==> src/rtl/nios_oci_dct_pkg.sv <==
// Shared types and sizes for the OCI direct-branch trace packer.
// Frame layout: entry i at bits [2i+1:2i], entry 0 is the oldest code.
package nios_oci_dct_pkg;

  localparam int ENTRY_W = 2;
  localparam int ENTRIES = 15;
  localparam int BUF_W   = ENTRY_W * ENTRIES;
  localparam int CNT_W   = 4;
  localparam int OVF_W   = 8;

  typedef enum logic [ENTRY_W-1:0] {
    DCT_PAD = 2'b00,
    DCT_NT  = 2'b01,
    DCT_TK  = 2'b10,
    DCT_EXC = 2'b11
  } dct_code_t;

  typedef struct packed {
    logic [BUF_W-1:0] data;
    logic [CNT_W-1:0] count;
  } dct_frame_t;

  typedef enum logic {
    OUT_EMPTY = 1'b0,
    OUT_FULL  = 1'b1
  } out_state_t;

  // Writes one code into its slot; every other slot keeps its value.
  function automatic logic [BUF_W-1:0] dct_slot_insert(
    input logic [BUF_W-1:0]   data,
    input logic [CNT_W-1:0]   slot,
    input logic [ENTRY_W-1:0] code
  );
    logic [BUF_W-1:0] result;
    result = data;
    for (int i = 0; i < ENTRIES; i++) begin
      if (slot == CNT_W'(i)) begin
        result[i*ENTRY_W +: ENTRY_W] = code;
      end
    end
    return result;
  endfunction

endpackage

==> src/rtl/nios_oci_dct_outreg.sv <==
// One-entry valid/ready holding register for closed trace frames.
// A frame arriving while the held one is not being taken is dropped and counted.
module nios_oci_dct_outreg
  import nios_oci_dct_pkg::*;
(
  input  logic             clk,
  input  logic             reset,
  input  logic             load,
  input  dct_frame_t       load_frame,
  input  logic             out_ready,
  output logic             out_valid,
  output logic [BUF_W-1:0] dct_buffer,
  output logic [CNT_W-1:0] dct_count,
  output logic             overflow,
  output logic [OVF_W-1:0] ovf_count
);

  out_state_t state;

  assign out_valid = (state == OUT_FULL);

  // A handshake frees the register in the same cycle, so a simultaneous load is never a drop.
  always_ff @(posedge clk) begin
    if (reset) begin
      state      <= OUT_EMPTY;
      dct_buffer <= '0;
      dct_count  <= '0;
      overflow   <= 1'b0;
      ovf_count  <= '0;
    end else begin
      case (state)
        OUT_EMPTY: begin
          if (load) begin
            state      <= OUT_FULL;
            dct_buffer <= load_frame.data;
            dct_count  <= load_frame.count;
          end
        end
        OUT_FULL: begin
          if (out_ready) begin
            if (load) begin
              dct_buffer <= load_frame.data;
              dct_count  <= load_frame.count;
            end else begin
              state      <= OUT_EMPTY;
              dct_buffer <= '0;
              dct_count  <= '0;
            end
          end else if (load) begin
            overflow <= 1'b1;
            if (ovf_count != '1) begin
              ovf_count <= ovf_count + 1'b1;
            end
          end
        end
        default: begin
          state <= OUT_EMPTY;
        end
      endcase
    end
  end

endmodule

==> src/rtl/nios_oci_dct_packer.sv <==
// Packs 2-bit direct-branch codes into 15-entry trace frames and hands them to
// the output register; trace never back-pressures the CPU.
module nios_oci_dct_packer
  import nios_oci_dct_pkg::*;
(
  input  logic               clk,
  input  logic               reset,
  input  logic               trc_on,
  input  logic               dct_valid,
  input  logic [ENTRY_W-1:0] dct_code,
  input  logic               flush,
  input  logic               out_ready,
  output logic               out_valid,
  output logic [BUF_W-1:0]   dct_buffer,
  output logic [CNT_W-1:0]   dct_count,
  output logic               overflow,
  output logic [OVF_W-1:0]   ovf_count
);

  logic [BUF_W-1:0] acc_data;
  logic [BUF_W-1:0] next_data;
  logic [CNT_W-1:0] acc_cnt;
  logic [CNT_W-1:0] next_cnt;
  logic             trc_on_q;
  logic             accept;
  logic             close;
  dct_frame_t       close_frame;

  assign accept    = trc_on && dct_valid;
  assign next_data = accept ? dct_slot_insert(acc_data, acc_cnt, dct_code) : acc_data;
  assign next_cnt  = acc_cnt + CNT_W'(accept);

  // The close decision looks at the accumulator after this cycle's write, so a code
  // arriving with flush is part of the frame it closes.
  always_comb begin
    close = 1'b0;
    if (trc_on) begin
      close = (next_cnt == CNT_W'(ENTRIES)) || (flush && (next_cnt != '0));
    end else begin
      close = trc_on_q && (acc_cnt != '0);
    end
  end

  assign close_frame = '{data: next_data, count: next_cnt};

  always_ff @(posedge clk) begin
    if (reset) begin
      acc_data <= '0;
      acc_cnt  <= '0;
      trc_on_q <= 1'b0;
    end else begin
      trc_on_q <= trc_on;
      if (close) begin
        acc_data <= '0;
        acc_cnt  <= '0;
      end else begin
        acc_data <= next_data;
        acc_cnt  <= next_cnt;
      end
    end
  end

  nios_oci_dct_outreg u_outreg (
    .clk        (clk),
    .reset      (reset),
    .load       (close),
    .load_frame (close_frame),
    .out_ready  (out_ready),
    .out_valid  (out_valid),
    .dct_buffer (dct_buffer),
    .dct_count  (dct_count),
    .overflow   (overflow),
    .ovf_count  (ovf_count)
  );

endmodule

==> config.mk <==
export PLATFORM = sky130hd
export DESIGN_NAME = nios_oci_dct_packer
export DESIGN_NICKNAME = d
export VERILOG_FILES = /design/src/rtl/nios_oci_dct_pkg.sv /design/src/rtl/nios_oci_dct_outreg.sv /design/src/rtl/nios_oci_dct_packer.sv
export SDC_FILE = /design/constraint.sdc
export NUM_CORES = 1
export LEC_CHECK = 0
export CAP_MARGIN = 20
export CELL_PAD_IN_SITES_DETAIL_PLACEMENT = 0
export CELL_PAD_IN_SITES_GLOBAL_PLACEMENT = 1
export CORE_MARGIN = 5
export CORE_UTILIZATION = 36
export DETAILED_ROUTE_END_ITERATION = 8
export GPL_TIMING_DRIVEN = 0
export PLACE_DENSITY_LB_ADDON = 0.3
export RECOVER_POWER = 50
export SLEW_MARGIN = 10
export SYNTH_ARGS = -nofsm -noshare
export SYNTH_HDL_FRONTEND = slang
export SYNTH_SLANG_ARGS = --single-unit
==> constraint.sdc <==
create_clock -name clk -period 2.2 [get_ports clk]
set_input_delay 0.33 -clock clk [delete_from_list [all_inputs] [get_ports clk]]
set_output_delay 0.33 -clock clk [all_outputs]
set_load 0.05 [all_outputs]
==> results.tsv <==
metric	value	unit
status	finished, final reports clean	
Layout area overhead	37.1	%
fin area	4110	um2
Vias	2328	
EDFF count, synth	0	
flops & latches, synth	79	
HP Class	primary input to flop	
total CTS buffers	9	
largest net degree at the start of global routing	14	
syn nets	300	
Fin. Hold Viols	0	
Post-Synth Simple-Gate Area	15.5	%
TritonCTS clock tree	built	
Final Max Slew Viols	0	
Remaining Overflow, GRT	0	
Clock Latency Late Sink	0.35	ns
first-pass detailed-route iteration total	4	
H-tree Lvls	3	
clock-pin slew on the worst setup and hold paths	0.08	ns
vias in the first global route	2256	
mux contribution to synthesized area	10.7	%
Final setup viols	0	
Avg Cell Area, Syn	10.4	um2
Synth Warn #	0	
Iter 0 DRT Violations	52	
Filler cells	776	
Initial Utilization	36.7	%
ys async rst share	0	%
Core Box Area	8180	um2
top-count cell post-synth	dfxtp_1	
TritonCTS Sinks	79	
period utilization	95.4	%
vias per cell	4.91	
Post-synth top cells	dfxtp_1 (79), nor2_1 (51), o2bb2ai_1 (34), mux2i_1 (31)	
post-placement cell area	3670	um2
Final ANT Viol Nets	0	
crit path time final	2.10	ns
Setup TNS	0	ns
ANT cells	0	
Yosys top cell by area	dfxtp_1	
synth top area cells	dfxtp_1 (53%), mux2i_1 (10%), o2bb2ai_1 (9.9%)	
Setup crit end kind	flop	
post-synthesis compound-gate area fraction	14.9	%
Clock Path Buffers	2	
post-synthesis cell type count	44	
initial antenna violation count	0	
first-pass GRT wire length	11400	um
overall routed net length	6920	um
Slew headroom	61.6	%
xor/xnor cell area share of the yosys netlist	1.13	%
Rows	33	
Clk Tree Root Cell	clkbuf_8	
Req. time, crit path	2.44	ns
hold slack final	0.308	ns
RSZ-0062 raised after global routing	false	
# nets final	375	
register area share after synthesis	52.8	%
post-synth top area share	52.8	%
Startpoint Class	flop	
fin util	50.3	%
Die Area	10300	um2
Die Wd	101	um
ratio of cells with drive above 1 in the final layout	16.0	%
Main synth FF type	dfxtp_1	
CP arrival	2.33	ns
Peak supply drop	0.000387	V
actual slew at the worst max-slew pin	0.571	ns
synthesized area	3000	um2
Die H	101	um
Port Buf Inserts	51	
clk_skew	0.00635	ns
gr usage total	14.3	%
CP max FO	10	
RD Place Congestion	0.782	
Leak	1.63	nW
largest family of logic cells by synthesized area	simple AND/OR/NAND/NOR gates	
DR DRC count	0	
max-cap viol count	0	
Power per Cell Area	753	nW/um2
Detail Placement HPWL	4730	um
io pins	52	
Crit Path Category	flop to flop	
Adder-Cell Fraction of Synth Area	1.25	%
FMAX	0.477	GHz
Synth Instances	289	
Wirelength per Cell	14.6	um
==> registers in the layout, summed over array words and instances, names as in the netlist <==
register	count
acc_data	30
trc_on_q	1
u_outreg.overflow	1
acc_cnt	4
u_outreg.ovf_count	8
u_outreg.dct_buffer	30
u_outreg.out_valid	1
u_outreg.dct_count	4
==> cell type report <==
| class | count | area (um2) | share of cell area (%) |
|---|---|---|---|
| Tap cell | 105 | 131 | 3.20 |
| Inverter | 6 | 22.5 | 0.548 |
| Timing Repair Buffer | 64 | 622 | 15.1 |
| Clock buffer | 11 | 131 | 3.20 |
| Clock inverter | 5 | 129 | 3.13 |
| Multi-Input combinational cell | 188 | 1360 | 33.2 |
| Buffer | 16 | 126 | 3.07 |
| Sequential cell | 79 | 1590 | 38.6 |
==> per-stage QoR <==
| step | power [mW] | instances | setup WS, ns |
|---|---|---|---|
| floorplan | 1.62 | 289 | 0.0171 |
| global placement | 1.69 | 445 | -0.834 |
| detailed placement | 1.69 | 445 | -0.878 |
| CTS | 3.13 | 471 | 0.0687 |
| global route | 3.22 | 474 | 0.0114 |
| finish | 3.10 | 474 | 0.102 |
==> logic make-up (layout without fill, tap and decap cells) <==
| logic type | Yosys count | count (layout) |
|---|---|---|
| AND/OR/NAND/NOR | 95 | 95 |
| flip-flops | 79 | 79 |
| AO/OA/AOI/OAI | 55 | 55 |
| multiplexers | 32 | 32 |
| buffers and inverters | 22 | 102 |
| adder cells (fa/ha/maj) | 3 | 3 |
| XOR/XNOR | 3 | 3 |
==> worst paths after layout <==
kind	start	endpoint	slack (ns)	cells after the start
worst min-delay path	trc_on	trc_on_q	0.31	3
worst max register to register	acc_cnt[0]	u_outreg.dct_count[3]	0.10	9
worst min register to register	u_outreg.dct_buffer[22]	u_outreg.dct_buffer[22]	0.46	1
worst max-delay path	acc_cnt[0]	u_outreg.dct_count[3]	0.10	9
==> cells in the final DEF (no fill, tap or decap), types with 2 or more instances in the layout <==
cell             netlist  routed
nand2_2                1       2
nor2_1                51      47
clkbuf_1               3       6
inv_1                  5       4
o21ai_0                2       2
nand4_1                3       3
o2bb2ai_1             34      34
dlygate4sd3_1          0      45
or4_1                  5       5
a21oi_1                6       6
ha_4                   0       2
o41ai_1                2       2
nand2b_1               3       3
clkdlybuf4s50_1        0       4
buf_4                  5      13
and3_1                 3       3
xor2_2                 1       2
o31ai_1                2       2
nand2_1                8       7
nor3_1                 3       3
dfxtp_1               79      78
or3_1                  3       3
nand3b_1               2       2
bufinv_16              0       4
buf_6                  0       9
buf_2                  8       2
nand3_1                4       4
mux2i_1               31      31
clkbuf_8               0       9
nor2_2                 0       4
nor2b_1                2       2
==> routing by layer <==
| layer | up-vias | wire [um] | GRT usage [%] |
|---|---|---|---|
| met3 | 9 | 320 | 4.06 |
| met2 | 41 | 3070 | 21.5 |
| met5 | - | 0 | 0 |
| li1 | 1194 | - | - |
| met1 | 1084 | 3420 | 19.3 |
| met4 | 0 | 106 | 5.52 |
==> repair_timing <==
item / in CTS / in global routing
pin swaps: 8 / 3
gates resized for setup: 21 / 10
buffers inserted: 9 / 2
hold buffers: 0 / 0
endpoints found under the hold margin: 0 / 0
setup endpoints to repair: 77 / 62
cloned: 1 / 1
==> critical path: stages, from the launching register on <==
cell and delay (ns):
dfxtp_4 0.37, ha_4 0.18, ha_4 0.24, or3b_1 0.36
o22ai_2 0.19, o21ai_2 0.13, nand4_1 0.12, buf_6 0.15
buf_4 0.17, o2bb2ai_1 0.08
==> power by group <==
part	switching, mW	total, mW	internal [mW]
registers	0.00653	1.44	1.44
clock network	0.521	1.40	0.874
logic	0.154	0.255	0.101
(Power assumes the default switching activity.)
==> RTL change (same settings) <==
Change the package constant `OVF_W` from 8 to 12.
--- a/src/rtl/nios_oci_dct_pkg.sv
+++ b/src/rtl/nios_oci_dct_pkg.sv
@@ -6,7 +6,7 @@
   localparam int ENTRIES = 15;
   localparam int BUF_W   = ENTRY_W * ENTRIES;
   localparam int CNT_W   = 4;
-  localparam int OVF_W   = 8;
+  localparam int OVF_W   = 12;
 
   typedef enum logic [ENTRY_W-1:0] {
     DCT_PAD = 2'b00,
Interface: changed (resized ovf_count); port bits go from 52 to 56. No check against the original RTL was run, so the function may have changed too.
==> RTL change against the original RTL <==
- the flow now finishes with violations (setup timing)
- worst setup slack got worse by 0.11 ns
- sequential cell count rose by 4
- critical path depth rose by 3
- die area rose by 13%
- final area rose by 8.9%
- wire length rose by 12%
- total power fell by 7.6%
- synthesized area rose by 15%
==> RTL change: results (changes against the original RTL) <==
Drt
  – ANT nets after route: 0 (unchanged)
  – Routed Wire Length: 7.72 mm (+12%)
  – Drt first pass iters: 5 (+1)
  – Starting DRC count in detailed routing: 103 (+98%)
  – Routed vias: 2,559 (+9.9%)

Logic synthesis
  – Post-synth cell types: 40 (-9.1%)
  – Commonest cells post-synth: dfxtp_1, nor2_1, mux2i_1
  – Sequential cell area fraction in the yosys report: 0.484 (-0.0438)
  – Ys Warns: 0 (unchanged)
  – Ranking of synthesized cells by area: dfxtp_1, o2bb2ai_2, mux2i_1, nor2_1, or4_1
  – Syn_nets: 330 (+10%)
  – Top FF cell, synth: dfxtp_1
  – Post-synth ARST share: 0 (unchanged)

Min path
  – Hold Path Origin: trc_on
  – Hold crit path type: in -> reg
  – Hold path depth: 2 (-1)

Power and ir drop
  – LEAKAGE: 0.00156 uW (-4.7%)
  – Peak VDD IR: 313 uV (-19%)

Clocking
  – Max clock buf depth: 2 (unchanged)
  – CTS hold repair buffers: 0 (unchanged)
  – Post-CTS Resized: 9 (-57%)
  – Post-CTS Setup Bufs: 5 (-4)
  – Root buf cell: clkbuf_8
  – Clock Latency Late Sink: 0.35 ns (about the same)
  – Clock buffer count from CTS: 9 (unchanged)

Global route
  – Largest net degree at the start of global routing: 15 (+1)
  – First-pass GRT wire length: 12.9 mm (+13%)
  – Gr usage total: 0.140 (-0.00230)
  – Initial antenna violation count: 0 (unchanged)

STA
  – Final WS setup: -0.00381 ns (-0.105 ns)
  – Final setup fails: 1 (+1)
  – Worst-margin pin slew: 0.601 ns (+0.0302 ns)
  – Fin Setup TNS: -0.00381 ns (-0.00381 ns)
  – Fin Clk Skew: 0.00836 ns (+0.00201 ns)

Critical path
  – Critical-path top delay cell: or4_1
  – R2r setup slk: 0.01 ns (-0.09 ns)
  – Reg2Reg Launch Point: acc_cnt[0]
  – Top cell family by delay on the critical path: simple AND/OR/NAND/NOR gates
  – Crit path kind: in -> reg
  – Crit path DAT: 2.49 ns (+0.16 ns)
  – RR Endpoint: u_outreg.dct_buffer[1]
  – Setup crit start: dct_valid
  – Slowest cell delay on critical path: 0.49 ns (+0.12 ns)
  – Crit path max fanout: 10 (unchanged)

Outcome
  – Failing checks: setup timing
  – Outcome: finished, violations left

Placed design
  – Final HPWL DP: 5.50 mm (+16%)
  – Placed Instance Area: 4210 um2 (+15%)
  – GPL Wtd Cong: 0.772 (-1.3%)
  – Pre-CTS setup slack: -0.820 ns (+0.0576 ns)
  – PortBufs: 54 (+5.9%)

Final layout
  – Fraction of layout cells with a size suffix above 1: 0.199 (+0.0396)
  – Biggest regs: acc_data x30, u_outreg.dct_buffer x30, u_outreg.ovf_count x12
  – Final net count: 398 (+6.1%)
-- RTL change: changes by cell type after synthesis, moves of 5 or more --
cell / change
buf_4: -5
o31ai_1: +6
o2bb2ai_1: -33
or4_1: +5
clkbuf_1: +7
nor2b_1: +5
o2bb2ai_2: +29
-- RTL change: logic make-up (layout without fill, tap and decap cells) --
kind of cell	Yosys count	after routing	synth area share
AO/OA/AOI/OAI	65	65	0.206
adder cells (fa/ha/maj)	3	3	0.0109
flip-flops	83	83	0.484
XOR/XNOR	2	2	0.0106
buffers and inverters	30	102	0.0452
multiplexers	32	32	0.0940
AND/OR/NAND/NOR	104	104	0.150
-- RTL change: routing by layer --
metal / vias up / GRT usage / wire length, um
met5: - / 0 / 0
met4: 0 / 0.0613 / 163
met3: 13 / 0.0342 / 309
met2: 49 / 0.209 / 3440
met1: 1203 / 0.192 / 3800
li1: 1294 / - / -
-- RTL change: through the flow --
stage	util	hold WS, ns	instances
2_1_floorplan	-	0.477	319
3_3_place_gp	0.454	0.460	502
3_5_place_dp	0.454	0.458	502
4_1_cts	0.481	0.248	522
5_1_grt	0.482	0.276	520
6_report	0.482	0.259	520
-- RTL change: final cells by class --
cell class                 instances  area, um2
buffer                            23        195
clock buffer                      10        138
clock inverter                     5       62.6
fill                             906       4800
inverter                           5       18.8
multi-input combinational        206       1660
sequential                        83       1670
tap                              129        161
timing repair buffer              59        576
-- RTL change: report_power, final --
part / total, uW / internal, uW / switching, uW
registers: 1520 / 1510 / 6.44
logic: 233 / 83.5 / 149
clock network: 1110 / 555 / 557
-- RTL change: worst register-to-register path, cell delays in order, from the launching register on --
cell	delay, ns
dfxtp_4	0.36
ha_4	0.17
ha_4	0.17
xor2_4	0.14
a31oi_1	0.12
o211a_1	0.26
or4_1	0.49
buf_6	0.16
buf_6	0.15
o2bb2ai_2	0.12
